`src/rtl/dmem_arbiter.sv`:
```
// Two-requester (cpu/dbg) round-robin arbiter in front of a single data memory port.
// Each accepted access takes one memory cycle, then one response cycle.
module dmem_arbiter #(
  parameter int WIDTH = 32
) (
  input  logic             clk_i,
  input  logic             reset_i,
  input  logic             cpu_req_valid_i,
  output logic             cpu_req_ready_o,
  input  logic             cpu_we_i,
  input  logic [2:0]       cpu_width_src_i,
  input  logic [WIDTH-1:0] cpu_addr_i,
  input  logic [WIDTH-1:0] cpu_wdata_i,
  output logic             cpu_rsp_valid_o,
  output logic             cpu_rsp_err_o,
  input  logic             dbg_req_valid_i,
  output logic             dbg_req_ready_o,
  input  logic             dbg_we_i,
  input  logic [2:0]       dbg_width_src_i,
  input  logic [WIDTH-1:0] dbg_addr_i,
  input  logic [WIDTH-1:0] dbg_wdata_i,
  output logic             dbg_rsp_valid_o,
  output logic             dbg_rsp_err_o,
  output logic [WIDTH-1:0] rsp_rdata_o,
  output logic             mem_we_o,
  output logic [2:0]       mem_width_src_o,
  output logic [WIDTH-1:0] mem_addr_o,
  output logic [WIDTH-1:0] mem_wd_o,
  input  logic [WIDTH-1:0] mem_rd_i
);

  typedef enum logic [1:0] {
    IDLE   = 2'd0,
    ACCESS = 2'd1,
    RESP   = 2'd2
  } state_e;

  state_e           state_q, state_d;
  logic             last_q;
  logic             we_q, err_q, id_q;
  logic [2:0]       width_q;
  logic [WIDTH-1:0] addr_q, wd_q, rdata_q;

  logic             can_acc, gnt_cpu, gnt_dbg, accept;
  logic             s_we, s_err;
  logic [2:0]       s_width;
  logic [WIDTH-1:0] s_addr, s_wd;

  // last_q = 1 means dbg was granted last, so cpu wins the next tie
  assign can_acc = (state_q != ACCESS) & ~reset_i;
  assign gnt_cpu = can_acc & cpu_req_valid_i
                 & (~dbg_req_valid_i | last_q);
  assign gnt_dbg = can_acc & dbg_req_valid_i
                 & (~cpu_req_valid_i | ~last_q);
  assign accept  = gnt_cpu | gnt_dbg;

  assign s_we    = gnt_dbg ? dbg_we_i        : cpu_we_i;
  assign s_width = gnt_dbg ? dbg_width_src_i : cpu_width_src_i;
  assign s_addr  = gnt_dbg ? dbg_addr_i      : cpu_addr_i;
  assign s_wd    = gnt_dbg ? dbg_wdata_i     : cpu_wdata_i;

  always_comb begin
    s_err = 1'b0;
    unique case (s_width[1:0])
      2'b11:   s_err = 1'b1;
      2'b10:   s_err = s_addr[0];
      2'b00:   s_err = |s_addr[1:0];
      default: s_err = 1'b0;
    endcase
  end

  always_comb begin
    state_d = state_q;
    unique case (state_q)
      IDLE:    state_d = accept ? ACCESS : IDLE;
      ACCESS:  state_d = RESP;
      RESP:    state_d = accept ? ACCESS : IDLE;
      default: state_d = IDLE;
    endcase
  end

  always_ff @(posedge clk_i) begin
    if (reset_i) begin
      state_q <= IDLE;
      last_q  <= 1'b1;
      we_q    <= 1'b0;
      err_q   <= 1'b0;
      id_q    <= 1'b0;
      width_q <= '0;
      addr_q  <= '0;
      wd_q    <= '0;
      rdata_q <= '0;
    end else begin
      state_q <= state_d;
      if (state_q == ACCESS && !we_q) begin
        rdata_q <= err_q ? '0 : mem_rd_i;
      end
      if (accept) begin
        last_q  <= gnt_dbg;
        id_q    <= gnt_dbg;
        we_q    <= s_we;
        err_q   <= s_err;
        width_q <= s_width;
        addr_q  <= s_addr;
        wd_q    <= s_wd;
      end
    end
  end

  assign cpu_req_ready_o = gnt_cpu;
  assign dbg_req_ready_o = gnt_dbg;

  assign cpu_rsp_valid_o = (state_q == RESP) & ~id_q & ~reset_i;
  assign dbg_rsp_valid_o = (state_q == RESP) &  id_q & ~reset_i;
  assign cpu_rsp_err_o   = cpu_rsp_valid_o & err_q;
  assign dbg_rsp_err_o   = dbg_rsp_valid_o & err_q;
  assign rsp_rdata_o     = rdata_q;

  assign mem_we_o        = (state_q == ACCESS) & we_q
                         & ~err_q & ~reset_i;
  assign mem_width_src_o = width_q;
  assign mem_addr_o      = addr_q;
  assign mem_wd_o        = wd_q;

endmodule
```
`config.mk`:
```
export PLATFORM = sky130hd
export DESIGN_NAME = dmem_arbiter
export DESIGN_NICKNAME = d
export VERILOG_FILES = /design/src/rtl/dmem_arbiter.sv
export SDC_FILE = /design/constraint.sdc
export NUM_CORES = 1
export LEC_CHECK = 0
export ABC_AREA = 1
export CAP_MARGIN = 20
export CELL_PAD_IN_SITES_DETAIL_PLACEMENT = 0
export CELL_PAD_IN_SITES_GLOBAL_PLACEMENT = 1
export CORE_MARGIN = 2
export CORE_UTILIZATION = 22
export DETAILED_ROUTE_END_ITERATION = 16
export PLACE_DENSITY = 0.78
export SYNTH_ARGS = -nofsm -noshare
export SYNTH_HDL_FRONTEND = slang
export SYNTH_SLANG_ARGS = --single-unit
export TNS_END_PERCENT = 100
```
`constraint.sdc`:
```
create_clock -name clk_i -period 1.3 [get_ports clk_i]
set_input_delay 0.195 -clock clk_i [delete_from_list [all_inputs] [get_ports clk_i]]
set_output_delay 0.195 -clock clk_i [all_outputs]
set_load 0.02 [all_outputs]
```
==> impl_metrics.tcl <==
set metrics [dict create \
    status "finished, violations left" \
    violations "setup timing" \
    cts_hold_buf 0 \
    worst_setup_path_start_kind "flop" \
    power_leakage_nw 4.49 \
    rows 53 \
    max_cap_violations 0 \
    dieHeight_um 150 \
    end_kind "flop" \
    drt_wl_total_um 22100 \
    h-tree-depth 3 \
    worstHoldPathCells 4 \
    layout_setup_ws_ns -0.332 \
    syn_area_um2 4690 \
    io_pins 278 \
    cts_tree "done" \
    start_util_pct 22.4 \
    path_common_cell "buf_6" \
    hold_start "reset_i" \
    ant_nets 0 \
    layout_commonest_cell "nand2_1" \
    globalRouteTotalUtil_pct 18.7 \
    holdPathEnd "last_q" \
    critPathBufInv 6 \
    ys_ff_latch 105 \
    hold_ws_ns 0.287 \
    die-area_um2 22500 \
    crit_required_ns 1.51 \
    fmax_mhz 613 \
    stdcell_count 1319 \
    timing.rr.start "state_q[0]" \
    comb_power_share_pct 36.6 \
    seqPwrFrac_pct 35.2 \
    drt-initial-drc-count 213 \
    grt_max_degree 76 \
    cpPeakStageDelay_ns 0.33 \
    layout_common_cells "nand2_1, clkdlybuf4s50_1, dfxtp_1" \
    crit_type "flop to flop" \
    post-route-min-period_ns 1.63 \
    clk_pin_slew_ns 0.08 \
    hold_viol 0 \
    pwr-share-clk_pct 28.2 \
    grt_pass1_vias 5663 \
    p_sw_share_pct 32.5 \
    ff2ff_path_depth 12 \
    grt_pass1_wl_um 32000 \
    synth-warning-count 0 \
    antenna_found_initial 0 \
    gp_congestion 0.739 \
    yosysUniqueCellTypes 21 \
    die_w_um 150 \
    r2r-end "mem_addr_o[15]" \
    slowest_stage "dfxtp_2" \
    ir_worst_vdd_mv 0.602 \
    arrival_ns 1.84 \
    fillers 2128 \
    synth_seq_area_share_pct 44.8 \
    crit_family "buffers and inverters" \
    layout-drive-gt1-share_pct 27.3 \
    nets 1211 \
    dp.cells 1249 \
    drtPass1Iterations 6 \
    worstPathMaxFanout 5 \
    timing.final.crit_share_pct 126 \
    setup_viol 111 \
    finClkSkew_ns 0.00954 \
    post_drt_wl_per_cell_um 16.8 \
    rsz0062_at_grt "true" \
    coreArea_um2 21000 \
    vias 5858 \
    cts_buffers 9 \
    cts_sinks 105 \
    viasPerCell 4.44 \
    placedInstanceArea_um2 7960 \
    path_cells "inv_2, buf_6, nor2_4, nor2_4, buf_6, nand2_8, nand2_8, buf_12, buf_16, buf_6, nand2_4, a21oi_2" \
    gr-total-overflow 0 \
    area_delta_synth_final_pct 113 \
    cts-root-buf "clkbuf_16" \
    drcViolationCount 0 \
    io_buffers 277 \
    syn-num-nets 886 \
    slew_headroom_pct 39.7 \
    cts_buffer_depth 2 \
    antenna_cells 0 \
    finalInstanceArea_um2 10000 \
    power_switching_mw 3.36 \
    syn_avg_cell_area_um2 6.57 \
    intPower_mw 6.96 \
    synth_cells 714 \
    slew_violations 0 \
    hold_class "input pin to flop" \
    p_per_area_nw_per_um2 1030 \
    dp_hpwl_um 12500 \
    worstSkewPairLatency_ns 0.36 \
    worstMarginPinSlew_ns 0.904 \
    reg2reg_slack_ns -0.33 \
]
sequential cells by signal (all words and copies together), names as in the netlist:
register	cells
last_q	1
err_q	1
mem_wd_o	32
mem_width_src_o	3
state_q	2
mem_addr_o	32
rsp_rdata_o	32
we_q	1
id_q	1
power groups by stage:
stage | Combinational [mW] | Clock [mW] | Sequential [mW]
floorplan | 0.952 | 0 | 3.96
global placement | 2.61 | 0 | 3.67
detailed placement | 2.61 | 0 | 3.68
CTS | 3.49 | 3.01 | 3.61
global route | 4.03 | 3.16 | 3.66
finish | 3.77 | 2.91 | 3.63
cell type report:
| cell class | count | area (um2) | area share (%) |
|---|---|---|---|
| inverters | 19 | 96.3 | 0.963 |
| multi-input cells | 538 | 3000 | 30.0 |
| flip-flops and latches | 105 | 2110 | 21.1 |
| clock inverters | 7 | 82.6 | 0.826 |
| repair buffers | 366 | 4150 | 41.5 |
| well taps | 275 | 344 | 3.44 |
| clock buffers | 9 | 225 | 2.25 |
synth_stat cells (all sizes together):
cell type	n	area [um2]
a21oi	100	500
buf	26	141
clkbuf	26	97.6
clkinv	2	7.51
dfxtp	105	2100
inv	17	63.8
nand2	379	1430
nand3	5	25.0
nand4	32	200
nor2	10	55.1
nor3	2	10.0
nor4	3	18.8
o21ai	5	25.0
o21bai	1	7.51
o31ai	1	7.51
metrics by stage:
step	setup TNS (ns)	util, %	setup slack (ns)	power, mW
finish	-25.83	47.7	-0.332	10.3
detailed placement	-46.95	38.0	-0.619	6.29
CTS	-25.10	45.2	-0.305	10.1
floorplan	-2.31	-	-0.0392	4.91
global placement	-43.50	38.0	-0.574	6.28
global route	-32.13	47.7	-0.385	10.8
how the worst max path moves through the flow:
stage	from	end	slack [ns]	cells after the start
3_3_place_gp	dbg_req_valid_i	cpu_req_ready_o	-0.57	7
6_report	state_q[0]	mem_addr_o[15]	-0.33	12
3_5_place_dp	cpu_req_valid_i	mem_wd_o[24]	-0.62	10
5_1_grt	state_q[0]	err_q	-0.38	12
2_1_floorplan	state_q[0]	mem_wd_o[18]	-0.04	9
4_1_cts	state_q[0]	cpu_rsp_valid_o	-0.30	4
tightest hold or removal path, delay by kind of cell:
family        cells  cell delay, ns
simple gates      1            0.08
buf+inv           3            0.34
timing repair:
action,CTS,global route
setup buffers,25,5
gates cloned,25,6
pin swaps,21,52
gates resized for setup,261,194
endpoints found under the setup margin,210,126
per-layer routing:
| layer | vias up | global-route usage, % | routed length [um] |
|---|---|---|---|
| met5 | - | 0 | 0 |
| met4 | 0 | 5.71 | 398 |
| met3 | 26 | 4.45 | 1590 |
| met2 | 206 | 31.6 | 10700 |
| met1 | 2676 | 23.5 | 9390 |
| li1 | 2950 | - | - |
logic make-up (layout without fill, tap and decap cells):
| family | Yosys count | after routing | share of synthesized area [%] |
|---|---|---|---|
| and+or+nand+nor | 431 | 431 | 37.0 |
| AOI/OAI and AO/OA | 107 | 107 | 11.5 |
| DFF | 105 | 105 | 44.8 |
| buffers and inverters | 71 | 401 | 6.62 |
Note: power is estimated with default switching activity, not from simulation.
